**src/rtl/seq_multiplier_pkg.sv**
```systemverilog
// rtl/seq_multiplier_pkg.sv - shared FSM encoding and counter sizing for seq_multiplier
package seq_multiplier_pkg;

  typedef enum logic [1:0] {
    S_IDLE = 2'd0,
    S_RUN  = 2'd1,
    S_DONE = 2'd2
  } state_t;

  // Counter must hold the value WIDTH itself, not just WIDTH-1.
  function automatic int cnt_w(input int width);
    return $clog2(width + 1);
  endfunction

endpackage

```
**src/rtl/seq_multiplier_mul_step.sv**
```systemverilog
// rtl/seq_multiplier_mul_step.sv - one combinational shift-and-add iteration
module mul_step #(
  parameter int WIDTH = 4
) (
  input  logic [2*WIDTH-1:0] acc_i,
  input  logic [2*WIDTH-1:0] mcand_i,
  input  logic [WIDTH-1:0]   mplier_i,
  output logic [2*WIDTH-1:0] acc_o,
  output logic [2*WIDTH-1:0] mcand_o,
  output logic [WIDTH-1:0]   mplier_o,
  output logic               mplier_zero_o
);

  // The product fits in 2*WIDTH bits, so the add can never carry out.
  assign acc_o         = mplier_i[0] ? (acc_i + mcand_i) : acc_i;
  assign mcand_o       = mcand_i << 1;
  assign mplier_o      = mplier_i >> 1;
  assign mplier_zero_o = (mplier_o == '0);

endmodule

```
**src/rtl/seq_multiplier.sv**
```systemverilog
// rtl/seq_multiplier.sv - sequential shift-and-add unsigned multiplier, start/done handshake
// Optional early completion when the remaining multiplier is zero: SEQ_MULTIPLIER_EARLY_DONE_EN
module seq_multiplier
  import seq_multiplier_pkg::*;
#(
  parameter int WIDTH = 4
) (
  input  logic               clk,
  input  logic               rst,
  input  logic               start,
  input  logic [WIDTH-1:0]   in1,
  input  logic [WIDTH-1:0]   in2,
  output logic               ready,
  output logic               busy,
  output logic               done,
  output logic [2*WIDTH-1:0] out,
  output logic               overflow
);

  localparam int CW = cnt_w(WIDTH);
  localparam int PW = 2 * WIDTH;

  state_t          state_q, state_d;
  logic [PW-1:0]   acc_q, acc_d;
  logic [PW-1:0]   mcand_q, mcand_d;
  logic [WIDTH-1:0] mplier_q, mplier_d;
  logic [CW-1:0]   cnt_q, cnt_d;
  logic [PW-1:0]   out_q, out_d;
  logic            ovf_q, ovf_d;

  logic [PW-1:0]    step_acc;
  logic [PW-1:0]    step_mcand;
  logic [WIDTH-1:0] step_mplier;
  logic             step_zero;
  logic             last_iter;

  mul_step #(.WIDTH(WIDTH)) u_step (
    .acc_i         (acc_q),
    .mcand_i       (mcand_q),
    .mplier_i      (mplier_q),
    .acc_o         (step_acc),
    .mcand_o       (step_mcand),
    .mplier_o      (step_mplier),
    .mplier_zero_o (step_zero)
  );

`ifdef SEQ_MULTIPLIER_EARLY_DONE_EN
  assign last_iter = (cnt_q == CW'(1)) || step_zero;
`else
  logic unused_step_zero;
  assign unused_step_zero = step_zero;
  assign last_iter        = (cnt_q == CW'(1));
`endif

  always_ff @(posedge clk) begin
    if (rst) begin
      state_q  <= S_IDLE;
      acc_q    <= '0;
      mcand_q  <= '0;
      mplier_q <= '0;
      cnt_q    <= '0;
      out_q    <= '0;
      ovf_q    <= 1'b0;
    end else begin
      state_q  <= state_d;
      acc_q    <= acc_d;
      mcand_q  <= mcand_d;
      mplier_q <= mplier_d;
      cnt_q    <= cnt_d;
      out_q    <= out_d;
      ovf_q    <= ovf_d;
    end
  end

  always_comb begin
    state_d  = state_q;
    acc_d    = acc_q;
    mcand_d  = mcand_q;
    mplier_d = mplier_q;
    cnt_d    = cnt_q;
    out_d    = out_q;
    ovf_d    = ovf_q;
    unique case (state_q)
      S_IDLE: begin
        if (start) begin
          state_d  = S_RUN;
          acc_d    = '0;
          mcand_d  = {{WIDTH{1'b0}}, in1};
          mplier_d = in2;
          cnt_d    = CW'(WIDTH);
        end
      end
      S_RUN: begin
        acc_d    = step_acc;
        mcand_d  = step_mcand;
        mplier_d = step_mplier;
        cnt_d    = cnt_q - CW'(1);
        // Result registers are loaded from the final iteration on the same edge.
        if (last_iter) begin
          state_d = S_DONE;
          out_d   = step_acc;
          ovf_d   = |step_acc[PW-1:WIDTH];
        end
      end
      S_DONE: begin
        state_d = S_IDLE;
      end
      default: begin
        state_d = S_IDLE;
      end
    endcase
  end

  assign ready    = (state_q == S_IDLE);
  assign busy     = (state_q == S_RUN);
  assign done     = (state_q == S_DONE);
  assign out      = out_q;
  assign overflow = ovf_q;

endmodule

```
**config.mk**
```make
export PLATFORM = sky130hd
export DESIGN_NAME = seq_multiplier
export DESIGN_NICKNAME = d
export VERILOG_FILES = /design/src/rtl/seq_multiplier_pkg.sv /design/src/rtl/seq_multiplier_mul_step.sv /design/src/rtl/seq_multiplier.sv
export SDC_FILE = /design/constraint.sdc
export NUM_CORES = 1
export LEC_CHECK = 0
export BUFFER_PORTS_ARGS = -buffer_cell sky130_fd_sc_hd__buf_4
export CORE_ASPECT_RATIO = 1.4
export CORE_UTILIZATION = 60
export DETAILED_ROUTE_END_ITERATION = 7
export HOLD_SLACK_MARGIN = 0.15
export PLACE_DENSITY = 0.92
export SLEW_MARGIN = 25
export SYNTH_ARGS = -nofsm -noshare
export SYNTH_HDL_FRONTEND = slang
export SYNTH_SLANG_ARGS = --single-unit
```
**constraint.sdc**
```tcl
create_clock -name clk -period 4.06 [get_ports clk]
set_input_delay 1.015 -clock clk [delete_from_list [all_inputs] [get_ports clk]]
set_output_delay 1.015 -clock clk [all_outputs]
set_load 0.03 [all_outputs]
```
; ---- After elaboration in Yosys (flattened, before gate mapping)
; Cells that the tools add are included.
[totals]
mem_count = 0
latchBits = 0
register_bits = 34
romBits = 0
in_bits = 11
output_inout_bits = 12
ram_bits = 0
[classes]
n_lt_le_gt_ge = 0
n_bitwise = 0
n_reduce_logical = 6
n_div = 0
n_mux = 12
n_shift = 0
eq_ne = 5
multipliers = 0
addsub = 2
[ops]
columns = operator, count
row1 = $pmux W8 S2, 2
row2 = $mux W8, 3
row3 = $add A8 B8 Y8, 1
row4 = $pmux W4 S2, 1
row5 = $pmux W3 S2, 1
row6 = $reduce_and A2 Y1, 3
row7 = $mux W2, 2
row8 = $mux W4, 1
row9 = $pmux W2 S2, 1
row10 = $reduce_or A4 Y1, 1
row11 = $eq A3 B1 Y1 const B, 1
row12 = $mux W3, 1
row13 = $sub A3 B1 Y3 const B, 1
row14 = $eq A2 B1 Y1 const B, 1
row15 = $eq A2 B2 Y1 const B, 1
row16 = $logic_not A2 Y1, 1
row17 = $ne A2 B1 Y1 const B, 1
row18 = $ne A2 B2 Y1 const B, 1
row19 = $reduce_bool A2 Y1, 1

; ---- Depth between registers and ports, before layout
[logic_depth]
depth_word = 3
depth_mapped = 9
ltp_nobuf = 9

; ---- Cells and area by module
; Synthesis repeated with hierarchy kept, for this count alone.
[unflattened]
cells_unflattened = 198
hier_area_um2 = 1860.5
[modules_own_cells]
columns = mod, cells_per_inst, instances, area_each_um2
row1 = seq_multiplier, 129, 1, 1328.8
row2 = mul_step, 69, 1, 531.8

; ---- Worst setup path after synthesis
; No wires, ideal clock.
[synth_path]
path_type = register -> output
from = register state_q[1]
to = output port done
path_stages_with_launch = 4
path_buffers = 2
required_time_ps = 3045
slack_ps = 1824
t_arrival_ps = 1221
path_cell_list = dfxtp_1 > buf_2 > clkbuf_1 > nor2b_1
[synth_via]
elab_chain_len = 1
[synth_lines]
columns = item, line
row1 = start: declaration, seq_multiplier.sv:23  ; state_t state_q, state_d;
row2 = start signal: assignment, seq_multiplier.sv:65  ; state_q <= state_d;
row3 = $eq A2 B2 Y1, seq_multiplier.sv:116  ; assign done = (state_q == S_DONE);
row4 = end: declaration, seq_multiplier.sv:15  ; output logic done,
; No other way between the ends.

; ---- Worst setup path after layout
[layout_path]
from = register state_q[1]
to = output port busy
[layout_via]
elab_chain_len = 1
[layout_lines]
columns = item, line
row1 = $eq A2 B1 Y1, seq_multiplier.sv:115  ; assign busy = (state_q == S_RUN);
row2 = end: declaration, seq_multiplier.sv:14  ; output logic busy,
; No other way between the ends.

==> flow_metrics.py <==
metrics = {
    "routing": {
        "post_drt_wl_per_cell_um": 14.2,
        "ant_nets": 0,
        "drt-total-wl_um": 3750,
        "dr_total_vias": 1533,
        "viasPerCell": 5.78,
        "drc_errors": 0,
        "drt-initial-drc-count": 50,
        "drt_pre_antenna_iters": 5,
    },
    "global_route": {
        "grt_pass1_wl_um": 6040,
        "overflow": 0,
        "grt_max_degree": 25,
        "antenna_found_initial": 0,
        "grt_pass1_vias": 1417,
        "track_usage_pct": 27.3,
    },
    "layout": {
        "final_cells": 265,
        "drive_gt1_share_pct": 15.7,
        "diodes": 0,
        "syn2layout_area_growth_pct": 12.5,
        "nets": 249,
    },
    "setup_path": {
        "crit_chain": "nand2b_1, inv_2, buf_4",
        "path_max_fanout": 20,
        "start_kind": "flop",
        "critPathCaptureType": "primary output",
        "ff2ff_path_depth": 9,
        "reg2reg_slack_ps": 1870,
        "critical_path_class": "reg2out",
        "required_ps": 3040,
        "slowest_delay_ps": 730,
        "cp.arrival_ps": 1850,
        "critPathSlowestCell": "dfxtp_1",
    },
    "placement": {
        "dp_hpwl_um": 2780,
        "place_congestion": 0.809,
        "placedCellCount": 257,
        "dp_worst_setup_slack_ps": 1560,
        "port_buffers": 22,
    },
    "cts": {
        "cts_sinks": 34,
        "cts-root-buf": "clkbuf_4",
        "hold_buffers": 0,
        "clk_pin_slew_ps": 110,
        "post_cts_buffers": 0,
        "cts_tree": "built",
        "h-tree-depth": 2,
        "clock_latency_ps": 340,
        "cts-buffers-inserted": 5,
        "clk_path_buf_depth": 2,
        "post_cts_resize_count": 0,
    },
    "sta": {
        "final_hold_viol_count": 0,
        "fin_setup_tns_ps": 0,
        "worst_pin_slew_ps": 720,
        "setup_ws_ps": 1200,
        "max_clock_freq_ghz": 0.349,
        "setup_viol": 0,
        "fin_crit_sh_pct": 70.5,
        "rsz0062_at_grt": "no",
        "clock-skew-final_ps": 5.01,
        "min_period_ps": 2860,
        "drv_slew": 0,
        "slew_headroom_pct": 51.9,
    },
    "die": {
        "die_w_um": 47.9,
        "start_util_pct": 65.5,
        "ios": 23,
        "die_h_um": 66.2,
        "die-area_um2": 3170,
        "rows": 22,
        "fp.coreArea_um2": 2700,
    },
    "synthesis": {
        "async_flop_share_pct": 0,
        "synthCells": 210,
        "synth-warning-count": 0,
        "synth_seq_area_share_pct": 38.5,
        "yosysMostFrequentCell": "nor2_1",
        "synth_edf_count": 0,
        "ys_top_cells_by_count": "36 x nor2_1, 34 x dfxtp_1, 24 x a21oi_1, 10 x nand2_1",
        "synth.distinct_cells": 41,
        "syn_area_per_cell_um2": 8.41,
        "synthTopCellsByArea": "dfxtp_1 39%, nor2_1 7.6%, a21oi_1 6.8%",
        "ys_ff_latch": 34,
        "ys.flop_type": "dfxtp_1",
        "synth_top_cell_by_area": "dfxtp_1",
        "synth_area_um2": 1770,
        "synth_nets": 231,
        "synth_top_area_share_pct": 38.5,
    },
    "run": {
        "maxCapViolations": 0,
    },
    "status": {
        "status": "completed",
    },
    "min_path": {
        "worstHoldPathType": "reg2reg",
        "min_path_cells": 2,
    },
    "pwr": {
        "pwr_density_cell_nw_per_um2": 341,
        "finalPower_w": 0.000678,
        "p_leak_nw": 0.785,
        "max-vdd-ir-drop_mv": 0.277,
    },
}
## cells in the final DEF, fill, tap and decap left out, types with 2 or more instances in the layout
master	count
nand2b_1	6
nand2_1	10
a211oi_2	2
a21oi_1	24
clkbuf_4	5
a22o_1	3
o211ai_1	2
buf_4	22
a211oi_1	7
dfxtp_1	34
ha_1	9
o221a_1	4
inv_1	9
o21ai_1	9
o21bai_1	2
nor3_1	5
a21o_1	2
nor2b_1	8
nor2_1	36
xnor2_1	3
a2111oi_0	2
mux2i_1	4
## area by class of cell
cell class                      instances  area, um^2
Multi-Input combinational cell        155         995
Clock buffer                            6        51.3
Tap cell                               36        45.0
Inverter                               10        37.5
Clock inverter                          2        12.5
Sequential cell                        34         681
Fill cell                             219         711
Timing Repair Buffer                   22         165
## metal layers
layer | track usage [%] | routed length (um) | part of all wire, %
met3 | 7.92 | 163 | 4.3
met2 | 44.1 | 1990 | 53
met4 | 14.2 | 92 | 2.5
met5 | 0 | 0 | 0
met1 | 30.8 | 1500 | 40
## worst paths after layout
check                           from                    end
max          state_q[1]$_SDFFE_PP0P_                   busy
min            cnt_q[1]$_SDFFE_PP0P_  cnt_q[1]$_SDFFE_PP0P_
max reg2reg  mcand_q[0]$_SDFFE_PP0P_  overflow$_SDFFE_PP0P_
min reg2reg    cnt_q[1]$_SDFFE_PP0P_  cnt_q[1]$_SDFFE_PP0P_
## registers in the layout, indices dropped and copies added (netlist names)
name      cells
out           8
mcand_q       8
state_q       2
mplier_q      4
acc_q         8
overflow      1
cnt_q         3
## critical path: cells and delay by family (launching register included)
| kind | cells | cell delay [ps] |
|---|---|---|
| simple gates | 1 | 460 |
| flops | 1 | 730 |
| buf+inv | 2 | 310 |
## report_power, final
group / internal [W] / switching (W) / leakage, nW
clock: 0.0000832 / 0.000120 / 0.0343
sequential: 0.000349 / 0.0000191 / 0.277
combinational: 0.0000433 / 0.0000633 / 0.473
total: 0.000475 / 0.000203 / 0.785
## kinds of logic after synthesis
kind of cell    count (synthesis)  share of synthesized area (%)
flops                          34                           38.5
xor+xnor                        4                           1.98
compound gates                 67                           25.9
fa+ha+maj                      10                           7.51
buf+inv                        21                           5.17
simple gates                   70                           18.6
mux                             4                           2.27
## per-stage QoR
step / cell area [um^2] / hold slack [ps] / utilization, %
floorplan: 1770 / 429 / -
global placement: 1920 / 450 / 71.3
detailed placement: 1920 / 458 / 71.3
CTS: 1990 / 474 / 73.7
global route: 1990 / 488 / 73.7
finish: 1990 / 476 / 73.7
Power figures use the tool's default switching activity.
